**src/rtl/lelo_temp_freq_counter.sv**
```systemverilog
// Gate-window frequency counter: counts synchronised rising edges of osc_in over win_len clk cycles.
// Build option: define LELO_TEMP_SAT_EN to saturate the edge counter instead of wrapping it.
module lelo_temp_freq_counter #(
    parameter int CNT_W = 12,
    parameter int WIN_W = 16
) (
    input  logic             clk,
    input  logic             rst,
    input  logic             osc_in,
    input  logic             start,
    input  logic             cont,
    input  logic [WIN_W-1:0] win_len,
    input  logic [CNT_W-1:0] thresh,
    output logic             busy,
    output logic [CNT_W-1:0] count_out,
    output logic             valid,
    output logic             alarm,
    output logic             overflow,
    output logic [1:0]       state_dbg
);

    // Handshake: valid is a one-cycle strobe with no ready; count_out, alarm and
    // overflow change together on the cycle after valid and hold until the next one.
    typedef enum logic [1:0] {
        S_IDLE    = 2'd0,
        S_ARM     = 2'd1,
        S_MEASURE = 2'd2,
        S_DONE    = 2'd3
    } state_t;

    localparam logic [CNT_W-1:0] CNT_MAX = '1;

    state_t           state;
    state_t           state_nxt;
    logic             s1;
    logic             s2;
    logic             prev;
    logic             osc_edge;
    logic [WIN_W-1:0] win_cnt;
    logic [CNT_W-1:0] edge_cnt;
    logic             ovf_acc;

    always_ff @(posedge clk) begin
        if (rst) begin
            s1   <= 1'b0;
            s2   <= 1'b0;
            prev <= 1'b0;
        end else begin
            s1   <= osc_in;
            s2   <= s1;
            prev <= s2;
        end
    end

    assign osc_edge = s2 & ~prev;

    always_ff @(posedge clk) begin
        if (rst) begin
            state <= S_IDLE;
        end else begin
            state <= state_nxt;
        end
    end

    always_comb begin
        state_nxt = state;
        case (state)
            S_IDLE:    if (start && (win_len != '0)) state_nxt = S_ARM;
            S_ARM:     state_nxt = S_MEASURE;
            S_MEASURE: if (win_cnt == WIN_W'(1)) state_nxt = S_DONE;
            S_DONE:    state_nxt = cont ? S_ARM : S_IDLE;
            default:   state_nxt = S_IDLE;
        endcase
    end

    always_comb begin
        busy      = (state != S_IDLE);
        valid     = (state == S_DONE);
        state_dbg = state;
    end

    // Window and edge counters; results are published only when leaving DONE.
    always_ff @(posedge clk) begin
        if (rst) begin
            win_cnt   <= '0;
            edge_cnt  <= '0;
            ovf_acc   <= 1'b0;
            count_out <= '0;
            alarm     <= 1'b0;
            overflow  <= 1'b0;
        end else begin
            case (state)
                S_ARM: begin
                    win_cnt  <= win_len;
                    edge_cnt <= '0;
                    ovf_acc  <= 1'b0;
                end
                S_MEASURE: begin
                    win_cnt <= win_cnt - WIN_W'(1);
                    if (osc_edge) begin
`ifdef LELO_TEMP_SAT_EN
                        if (edge_cnt == CNT_MAX) begin
                            ovf_acc <= 1'b1;
                        end else begin
                            edge_cnt <= edge_cnt + CNT_W'(1);
                        end
`else
                        edge_cnt <= edge_cnt + CNT_W'(1);
                        if (edge_cnt == CNT_MAX) begin
                            ovf_acc <= 1'b1;
                        end
`endif
                    end
                end
                S_DONE: begin
                    count_out <= edge_cnt;
                    alarm     <= (edge_cnt >= thresh);
                    overflow  <= ovf_acc;
                end
                default: ;
            endcase
        end
    end

endmodule

```
**config.mk**
```make
export PLATFORM = sky130hd
export DESIGN_NAME = lelo_temp_freq_counter
export DESIGN_NICKNAME = d
export VERILOG_FILES = /design/src/rtl/lelo_temp_freq_counter.sv
export SDC_FILE = /design/constraint.sdc
export NUM_CORES = 1
export LEC_CHECK = 0
export BUFFER_PORTS_ARGS = -buffer_cell sky130_fd_sc_hd__buf_2
export CAP_MARGIN = 20
export CORE_AREA = 2 2 74 76
export DETAILED_ROUTE_END_ITERATION = 10
export DIE_AREA = 0 0 76 78
export GPL_ROUTABILITY_DRIVEN = 1
export PLACE_DENSITY = 0.78
export SYNTH_ARGS = -nofsm -noshare
export SYNTH_HDL_FRONTEND = slang
export SYNTH_SLANG_ARGS = --single-unit
```
**constraint.sdc**
```tcl
create_clock -name clk -period 2.1 [get_ports clk]
set_input_delay 0 -clock clk [delete_from_list [all_inputs] [get_ports clk]]
set_output_delay 0 -clock clk [all_outputs]
set_load 0.05 [all_outputs]
```
==> metrics.md, run 1 <==
| Metric | Value |
|---|---|
| Status | finished, final reports clean |
| Critical R2R Capture | alarm |
| Worst Skew | 0.00925 ns |
| Critical Path Sink | alarm |
| Clk buf depth | 2 |
| Pleak | 0.00139 µW |
| Pwr Density | 1200 mW/mm² |
| Setup WS post-layout | 0.175 ns |
| Row count | 26 |
| WL/cell | 14.1 µm |
| Final ANT Viol Nets | 0 |
| Worst reg2reg setup slack | 0.17 ns |
| CTS tree | done |
| Die H | 78 µm |
| Post-synth top flop | dfxtp_1 |
| Synth top area cells | dfxtp_1 36%, ha_1 8.8%, nor2_1 5.3% |
| R2r startpoint | edge_cnt[5] |
| Initial core utilization | 53.3% |
| Vias in the first global route | 2419 |
| Crit-path cells | ha_1 -> a21o_1 -> a21o_1 -> a2111oi_0 -> or3_1 -> a311oi_1 |
| Crit-path max cell delay | 0.48 ns |
| # IOs | 51 |
| Initial antenna violation count | 0 |
| Worst min-delay path class | in -> reg |
| Port Buf Inserts | 50 |
| H-tree levels | 2 |
| Rel. slew slack | 66.1% |
| Worst slew pin tran | 0.508 ns |
| Pin count of the biggest net entering global routing | 25 |
| Post-layout min period | 1.93 ns |
| First-pass GRT wire length | 10900 µm |
| Most frequent cell after synthesis | dfxtp_1 |
| Kind of critical path | reg -> reg |
| Overflow after GRT | 0 |
| Core area | 0.00504 mm² |
| Clock Latency Late Sink | 0.31 ns |
| Hold violation count in the final report | 0 |
| DP Worst Slack | 0.108 ns |
| Synth area leader | dfxtp_1 |
| VDD IR-drop max | 997 µV |
| Endpoint class of the critical path | flip-flop |
| Clock root cell | clkbuf_8 |
| Half-perimeter wire length after placement | 4500 µm |
| Synth top area share | 35.8% |
| Fin. max-slew vios | 0 |
| Peak Freq | 0.519 GHz |
| Synth async-reset ratio | 0% |
| Drt total wl | 6150 µm |
| Setup TNS | 0 ns |
| CP startpoint | edge_cnt[5] |
| Die Width | 76 µm |
| CP dominant cell by count | a21o_1 |
| Avg Cell Area, Syn | 8.50 µm² |
| #FFs+latches synth | 48 |
| Max-cap check violation count | 0 |
| Post-synthesis sequential area ratio | 35.8% |
| Clock slew at reported path FFs | 0.10 ns |
| Initial DRC count | 94 |
| Net Count, Synth | 368 |
| CP max FO | 7 |
| Worst Reg2Reg Path Length in Cells | 6 |
| Mapped Area | 0.00269 mm² |
| Nets | 417 |
| RD Place Congestion | 0.874 |
| Area growth syn-to-layout | 17.3% |
| Warnings from Yosys | 0 |
| Setup violators final | 0 |
| Post-route DRC | 0 |
| Clock net sink count | 48 |
| DIE AREA | 0.00593 mm² |
| Filler cell count | 456 |
| CP Launch Type | flip-flop |
| Post-synth EDFFs | 0 |
| Post CTS Setup Buffer Count | 0 |
| Diodes inserted | 0 |
| CP max stage cell | dfxtp_1 |
| Arr. time, crit path | 2.10 ns |
| Layout cell share with drive strength beyond 1 | 21.3% |
| CP Data Required Time | 2.28 ns |
| Tcrit/Tclk final | 91.7% |
| Post-Synthesis Cells | 316 |
| TritonCTS Buffers | 5 |
| Tot GR Track Use | 22.1% |
| Most frequent cells after synthesis | 48 x dfxtp_1, 38 x nor2_1, 22 x inv_1 |
| Number of distinct library cells after synthesis | 49 |
| Via Count | 2437 |
| RSZ-0062 raised after global routing | no |
| Vias/cell | 5.59 |
| 1st-pass router iterations | 4 |
worst max-delay path, delay by kind of cell (launching register included):
| family | cells | cell delay [ns] |
|---|---|---|
| AO/OA/AOI/OAI | 4 | 0.85 |
| flip-flops | 1 | 0.48 |
| adder cells (fa/ha/maj) | 1 | 0.30 |
| AND/OR/NAND/NOR | 1 | 0.17 |
registers in the layout, summed over array words and instances, names as in the netlist:
name       cells
alarm          1
count_out     12
edge_cnt      12
overflow       1
ovf_acc        1
prev           1
s1             1
s2             1
state_dbg      2
win_cnt       16
report_power, final:
part	switching (µW)	internal [µW]	leakage, µW
clock	335	359	0.0000583
sequential	172	1060	0.000391
combinational	1130	707	0.000941
area by class of cell:
type / count / area, µm² / area share (%)
sequential: 48 / 963 / 30.6
clock buffer: 5 / 68.8 / 2.18
clock inverter: 3 / 47.5 / 1.51
inverter: 22 / 82.6 / 2.62
multi-input combinational: 231 / 1600 / 50.7
timing repair buffer: 57 / 305 / 9.69
tap: 70 / 87.6 / 2.78
kinds of logic (layout without fill, tap and decap cells):
family / Yosys count / in the layout / share of synthesized area [%]
compound gates: 77 / 77 / 18.4
xor+xnor: 10 / 10 / 3.26
fa+ha+maj: 19 / 19 / 8.85
buf+inv: 37 / 87 / 5.26
flops: 48 / 48 / 35.8
mux: 13 / 13 / 4.84
simple gates: 112 / 112 / 23.7
per-stage QoR:
stage               total power, µW  instance area, µm²  hold WS, ns  cells  utilization [%]
floorplan                      2620                2690        0.128    316                -
global placement               3000                3020        0.208    427             59.8
detailed placement             3030                3020        0.215    427             59.8
CTS                            3730                3140       0.0112    436             62.3
global route                   4050                3150       0.0616    436             62.5
finish                         3770                3150       0.0126    436             62.5
placed cells by master (no fill, tap or decap), types with 5 or more instances in the layout:
cell      count
dfxtp_1      46
nor2_1       38
clkbuf_8      5
nand4_1       9
a22oi_1       5
ha_1         18
nor2b_1      10
nor4_1        6
xor2_1        7
nand2_1      10
mux2i_1      13
buf_2        50
a21oi_1      20
a21o_1        5
and3_1       11
inv_1        22
o21ai_0      20
nor3_1        5
a211oi_1      8
buf_4         6
worst min-delay path by stage:
stage,from,end,slack [ns],cells past startpoint
floorplan,osc_in,s1,0.13,1
global placement,osc_in,s1,0.21,2
detailed placement,osc_in,s1,0.21,2
CTS,win_len[15],win_cnt[15],0.01,3
global route,win_len[3],win_cnt[3],0.06,3
finish,win_len[15],win_cnt[15],0.01,3
timing repair:
item	CTS	global route
hold buffers	1	0
endpoints found under the hold margin	1	0
endpoints found under the setup margin	0	3
resized for setup	0	2
routing by layer:
metal	vias up	track usage [%]	wire length (µm)
met3	10	4.77	276
met2	60	35.4	2740
met1	1138	29.3	3040
met5	-	0	0
met4	0	8.73	102
li1	1229	-	-
No activity file was read; power rests on OpenSTA's default activity.
==> run 2: changes to the inputs <==
--- a/config.mk
+++ b/config.mk
@@ -5,11 +5,12 @@
 export SDC_FILE = /design/constraint.sdc
 export NUM_CORES = 1
 export LEC_CHECK = 0
+export ABC_AREA = 1
 export BUFFER_PORTS_ARGS = -buffer_cell sky130_fd_sc_hd__buf_2
 export CAP_MARGIN = 20
-export CORE_AREA = 2 2 74 76
+export CORE_AREA = 2 2 76 78
 export DETAILED_ROUTE_END_ITERATION = 10
-export DIE_AREA = 0 0 76 78
+export DIE_AREA = 0 0 78 80
 export GPL_ROUTABILITY_DRIVEN = 1
 export PLACE_DENSITY = 0.78
 export SYNTH_ARGS = -nofsm -noshare
==> metrics.md, run 2 <==
| Metric | Value |
|---|---|
| Pwr Density | 1400 mW/mm² (+17%) |
| Worst Skew | 0.00669 ns (-0.00256 ns) |
| Clock root cell | clkbuf_8 |
| Warnings from Yosys | 0 (unchanged) |
| Filler cell count | 534 (+17%) |
| 1st-pass router iterations | 4 (unchanged) |
| Net Count, Synth | 485 (+32%) |
| Pleak | 0.00156 µW (+12%) |
| Setup TNS | 0 ns (unchanged) |
| # IOs | 51 (unchanged) |
| Avg Cell Area, Syn | 6.54 µm² (-23%) |
| Most common cell after layout, fill and taps aside | nand2_1 |
| Design Area, Final | 0.00330 mm² (+4.6%) |
| Sw Share | 49.6% (+6.1 points) |
| Clock Latency Late Sink | 0.31 ns (about the same) |
| Peak Freq | 0.544 GHz (+4.7%) |
| Post-layout min period | 1.84 ns (-0.0865 ns) |
| Vias in the first global route | 2814 (+16%) |
| Kind of critical path | reg -> reg |
| Die Width | 78 µm (+2.6%) |
| Synth async-reset ratio | 0% (unchanged) |
| Drt total wl | 6860 µm (+12%) |
| Most frequent cell after synthesis | nand2_1 |
| WL/cell | 12.2 µm (-13%) |
| Final ANT Viol Nets | 0 (unchanged) |
| Initial DRC count | 156 (+66%) |
| Endpoint class of the critical path | flip-flop |
| Number of buffers inserted by hold repair at cts | 2 (+1) |
| Synth area leader | dfxtp_1 |
| Worst Reg2Reg Path Length in Cells | 9 (+3) |
| CTS tree | done |
| Clock net sink count | 48 (unchanged) |
| Status | finished, final reports clean |
| Worst slew pin tran | 0.494 ns (-0.0149 ns) |
| Post-synth EDFFs | 0 (unchanged) |
| R2r startpoint | state_dbg[0] |
| Core area | 0.00541 mm² (+7.2%) |
| Tot GR Track Use | 23.8% (+1.7 points) |
| Placement-stage cell area | 0.00317 mm² (+5.1%) |
| Pin count of the biggest net entering global routing | 24 (-4.0%) |
| Rel. slew slack | 67.1% (+0.96 points) |
| Logic pwr share | 57.0% (+8.2 points) |
| DIE AREA | 0.00624 mm² (+5.3%) |
| P_int | 2320 µW (+9.0%) |
| Worst min-delay path class | in -> reg |
| Sequential cell area | 961 µm² (-0.26%) |
| Vias/cell | 5.15 (-7.8%) |
| Max-cap check violation count | 0 (unchanged) |
| Diodes inserted | 0 (unchanged) |
| Number of distinct library cells after synthesis | 28 (-43%) |
| Nets | 539 (+29%) |
| #FFs+latches synth | 48 (unchanged) |
| CP Launch Type | flip-flop |
| Row count | 27 (+3.8%) |
| H-tree levels | 2 (unchanged) |
| Most frequent cells in the layout | 89 x nand2_1, 77 x nor2_1, 55 x inv_1 |
| CP Data Required Time | 2.31 ns (+0.03 ns) |
| Initial core utilization | 52.4% (-0.92 points) |
| Post-CTS Resized | 0 (unchanged) |
| Overflow after GRT | 0 (unchanged) |
| Biggest regs | win_cnt: 16 flops, count_out: 12 flops, edge_cnt: 12 flops |
| Clock share of power | 14.5% (-3.9 points) |
| Post CTS Setup Buffer Count | 0 (unchanged) |
| Post-synth top flop | dfxtp_1 |
| RD Place Congestion | 0.926 (+5.9%) |
| Clock slew at reported path FFs | 0.09 ns (about the same) |
| VDD IR-drop max | 830 µV (-17%) |
| Synth top area share | 33.9% (-1.8 points) |
| Port Buf Inserts | 50 (unchanged) |
| Initial antenna violation count | 0 (unchanged) |
| Seq pwr share | 28.6% (-4.2 points) |
| Largest register FFs | 16 (unchanged) |
| Most frequent cells after synthesis | 89 x nand2_1, 77 x nor2_1, 55 x inv_1 |
| Setup violators final | 0 (unchanged) |
| Post-route DRC | 0 (unchanged) |
| Via Count | 2886 (+18%) |
| TritonCTS Buffers | 5 (unchanged) |
| Half-perimeter wire length after placement | 5280 µm (+18%) |
| Min-Delay Startpoint | win_len[3] |
| Synth top area cells | dfxtp_1 34%, nand2_1 12%, nor2_1 10% |
| Arr. time, crit path | 2.05 ns (-0.05 ns) |
| Clk buf depth | 2 (unchanged) |
| CP max FO | 9 (+2) |
| Die H | 80 µm (+2.6%) |
| Area growth syn-to-layout | 16.5% |
| RSZ-0062 raised after global routing | no |
| Mapped Area | 0.00283 mm² (+5.4%) |
| Hold violation count in the final report | 0 (unchanged) |
| Fin. max-slew vios | 0 (unchanged) |
| Biggest register | win_cnt |
| Post-Synthesis Cells | 433 (+37%) |
| First-pass GRT wire length | 12000 µm (+10%) |
| Post-synthesis sequential area ratio | 33.9% (-1.8 points) |
| Sw Pwr | 2290 µW (+39%) |
| Layout cell share with drive strength beyond 1 | 15.0% (-6.4 points) |
| WHS Path Cells | 3 (unchanged) |
| Tcrit/Tclk final | 87.6% (-4.1 points) |
| CP startpoint | state_dbg[0] |
| Multi-input logic area | 0.00160 mm² (+0.47%) |
run 2: logic make-up after synthesis:
family                   share of synthesized area (%)
AO/OA/AOI/OAI                                     16.2
adder cells (fa/ha/maj)                           8.40
buffers and inverters                             9.41
flip-flops                                        33.9
AND/OR/NAND/NOR                                   32.1
run 2: worst max-delay path: stages (launching register included):
cell     delay (ns)
dfxtp_1        0.37
inv_1          0.11
ha_1           0.36
nand3_1        0.21
o21ai_4        0.17
nand4_2        0.18
nor2_2         0.17
nand2_1        0.07
nand2_1        0.06
nor2_1         0.05
run 2: layout make-up:
type,count,share of cell area (%)
clock inverters,2,1.06
repair buffers,59,9.79
clock buffers,6,2.20
multi-input cells,317,48.6
inverters,56,6.45
well taps,72,2.73
flip-flops and latches,48,29.1
run 2: power groups by stage:
stage          clock (µW)  sequential, µW  combinational (µW)
3_3_place_gp            0            1320                2570
4_1_cts               681            1310                2620
2_1_floorplan           0            1490                1830
3_5_place_dp            0            1330                2610
6_report              666            1320                2620
5_1_grt               713            1350                2970
run 2: path summary, 6_finish.rpt:
kind | end | slack (ns)
worst max-delay path | edge_cnt[9] | 0.26
worst min-delay path | win_cnt[3] | 0.02
worst max register to register | edge_cnt[9] | 0.26
worst min register to register | s2 | 0.41
run 2: metrics by stage:
stage / utilization (%) / total power [µW] / setup WS [ns] / cells / hold WS (ns)
2_1_floorplan: - / 3320 / 0.0436 / 433 / 0.0785
3_3_place_gp: 58.7 / 3890 / 0.357 / 550 / 0.201
3_5_place_dp: 58.7 / 3940 / 0.251 / 550 / 0.205
4_1_cts: 61.0 / 4620 / 0.255 / 560 / 0.00990
5_1_grt: 61.0 / 5040 / 0.0320 / 560 / 0.0317
6_report: 61.0 / 4610 / 0.261 / 560 / 0.0169
run 2: metal layers:
metal	wire length, µm	track usage [%]	vias up	part of all wire [%]
met2	3420	43.4	67	50
met1	3030	28.2	1306	44
met3	312	4.75	9	4.5
met4	94	7.37	0	1.4
li1	-	-	1504	-
met5	0	0	-	0
==> run 3: changes to the inputs <==
--- a/config.mk
+++ b/config.mk
@@ -5,14 +5,14 @@
 export SDC_FILE = /design/constraint.sdc
 export NUM_CORES = 1
 export LEC_CHECK = 0
-export ABC_AREA = 1
 export BUFFER_PORTS_ARGS = -buffer_cell sky130_fd_sc_hd__buf_2
 export CAP_MARGIN = 20
-export CORE_AREA = 2 2 76 78
+export CORE_AREA = 2 2 74 76
 export DETAILED_ROUTE_END_ITERATION = 10
-export DIE_AREA = 0 0 78 80
+export DIE_AREA = 0 0 76 78
 export GPL_ROUTABILITY_DRIVEN = 1
 export PLACE_DENSITY = 0.78
+export REMOVE_ABC_BUFFERS = 1
 export SYNTH_ARGS = -nofsm -noshare
 export SYNTH_HDL_FRONTEND = slang
 export SYNTH_SLANG_ARGS = --single-unit
==> metrics.md, run 3 (synthesis gave the netlist of run 1 again) <==
| Metric | Value |
|---|---|
| Status | finished, final reports clean |
| Largest register FFs | 16 (unchanged) |
| Worst hold slack | 0.0368 ns (+0.0198 ns) |
| Design Area, Final | 0.00316 mm² (-4.2%) |
| Vias in the first global route | 2240 (-20%) |
| Via Count | 2409 (-17%) |
| Overflow after GRT | 0 (unchanged) |
| Kind of critical path | reg -> reg |
| CTS tree | done |
| CP Launch Type | flip-flop |
| Core area | 0.00504 mm² (-6.7%) |
| Fin. max-slew vios | 0 (unchanged) |
| Worst slew pin tran | 0.507 ns (+0.0131 ns) |
| Seq pwr share | 33.3% (+4.7 points) |
| Setup violators final | 0 (unchanged) |
| Vias/cell | 5.50 (+6.7%) |
| Layout cell share with drive strength beyond 1 | 20.7% (+5.7 points) |
| Tcrit/Tclk final | 90.9% (+3.3 points) |
| Peak Freq | 0.524 GHz (-3.6%) |
| Clock share of power | 17.9% (+3.4 points) |
| Post CTS Setup Buffer Count | 0 (unchanged) |
| Biggest register | win_cnt |
| First-pass GRT wire length | 10000 µm (-16%) |
| P_int | 2110 µW (-9.1%) |
| Worst Skew | 0.00752 ns (+0.000834 ns) |
| Diodes inserted | 0 (unchanged) |
| TritonCTS Buffers | 5 (unchanged) |
| Placement-stage cell area | 0.00302 mm² (-4.8%) |
| # IOs | 51 (unchanged) |
| Rel. slew slack | 66.2% (-0.84 points) |
| RD Place Congestion | 0.831 (-10%) |
| DIE AREA | 0.00593 mm² (-5.0%) |
| Sw Share | 43.2% (-6.4 points) |
| Initial antenna violation count | 0 (unchanged) |
| H-tree levels | 2 (unchanged) |
| Arr. time, crit path | 2.14 ns (+0.09 ns) |
| Sw Pwr | 1600 µW (-30%) |
| Most frequent cells in the layout | 50 x buf_2, 48 x dfxtp_1, 38 x nor2_1 |
| Tot GR Track Use | 20.5% (-3.4 points) |
| Area growth syn-to-layout | 17.6% |
| Clock net sink count | 48 (unchanged) |
| RSZ-0062 raised after global routing | no |
| Max-cap check violation count | 0 (unchanged) |
| Port Buf Inserts | 50 (unchanged) |
| 1st-pass router iterations | 6 (+2) |
| Half-perimeter wire length after placement | 4300 µm (-19%) |
| Die H | 78 µm (-2.5%) |
| Die Width | 76 µm (-2.6%) |
| Clock root cell | clkbuf_8 |
| WL/cell | 13.5 µm (+9.9%) |
| Clock slew at reported path FFs | 0.09 ns (about the same) |
| CP Data Required Time | 2.34 ns (+0.03 ns) |
| Post-layout util | 62.7% (+1.7 points) |
| Pwr Density | 1180 mW/mm² (-16%) |
| Worst min-delay path class | in -> reg |
| Endpoint class of the critical path | flip-flop |
| Hold violation count in the final report | 0 (unchanged) |
| Post-layout min period | 1.91 ns (+0.0695 ns) |
| Nets | 419 (-22%) |
| Pin count of the biggest net entering global routing | 27 (+13%) |
| Pleak | 0.00140 µW (-10%) |
| DP Worst Slack | 0.117 ns (-0.134 ns) |
| Drt total wl | 5890 µm (-14%) |
| Clk buf depth | 2 (unchanged) |
| Biggest regs | win_cnt: 16 flops, count_out: 12 flops, edge_cnt: 12 flops |
| Final ANT Viol Nets | 0 (unchanged) |
| Initial DRC count | 108 (-31%) |
| Most common cell after layout, fill and taps aside | buf_2 |
| VDD IR-drop max | 1270 µV (+54%) |
| CP max FO | 7 (-2) |
| Setup WS post-layout | 0.192 ns (-0.0695 ns) |
| Clock Latency Late Sink | 0.30 ns (about the same) |
| Row count | 26 (-3.7%) |
| Logic pwr share | 48.7% (-8.3 points) |
| Filler cell count | 457 (-14%) |
| Power Total | 3710 µW (-19%) |
| Post-route DRC | 0 (unchanged) |
| Initial core utilization | 53.3% (+0.92 points) |
run 3: repair_timing:
action                                  4_1_cts  5_1_grt
endpoints found under the hold margin         2        0
resized for setup                             0        3
endpoints found under the setup margin        0        4
hold buffers                                  2        0
run 3: path summary, 6_finish.rpt:
kind | startpoint | to | slack [ns] | cells past startpoint
worst max-delay path | win_cnt[0] | win_cnt[12] | 0.19 | 7
worst min-delay path | win_len[3] | win_cnt[3] | 0.04 | 3
worst min register to register | s1 | s2 | 0.45 | 1
worst max register to register | win_cnt[0] | win_cnt[12] | 0.19 | 7
run 3: layout make-up:
cell class,instances,area [µm²],share of cell area (%)
Multi-Input combinational cell,231,1600,50.6
Tap cell,70,87.6,2.77
Sequential cell,48,961,30.4
Clock buffer,6,72.6,2.30
Inverter,22,82.6,2.61
Timing Repair Buffer,59,323,10.2
Clock inverter,2,35.0,1.11
run 3: per-stage QoR:
stage               std cells  TNS [ns]
floorplan                 301     -3.28
finish                    438         0
CTS                       438         0
global placement          428         0
global route              438         0
detailed placement        428         0
run 3: per-layer routing:
layer | up-vias | part of all wire, % | track usage (%)
li1 | 1238 | - | -
met1 | 1110 | 47 | 26.1
met2 | 52 | 47 | 35.0
met3 | 9 | 3.9 | 3.49
met4 | 0 | 1.4 | 7.45
met5 | - | 0 | 0
run 3: power by group through the flow:
stage               registers, µW  clock network [µW]  logic (µW)
detailed placement           1250                   0        1750
global route                 1260                 716        2020
CTS                          1230                 683        1760
floorplan                    1280                   0        1280
finish                       1240                 667        1810
global placement             1240                   0        1730
run 3: critical path, cell delays in order (launching register included):
cell and delay [ns]:
dfxtp_1 0.38, inv_1 0.14, ha_1 0.22, or4b_4 0.52
nor2_4 0.20, and3_1 0.18, o21ai_1 0.06, a21oi_1 0.15
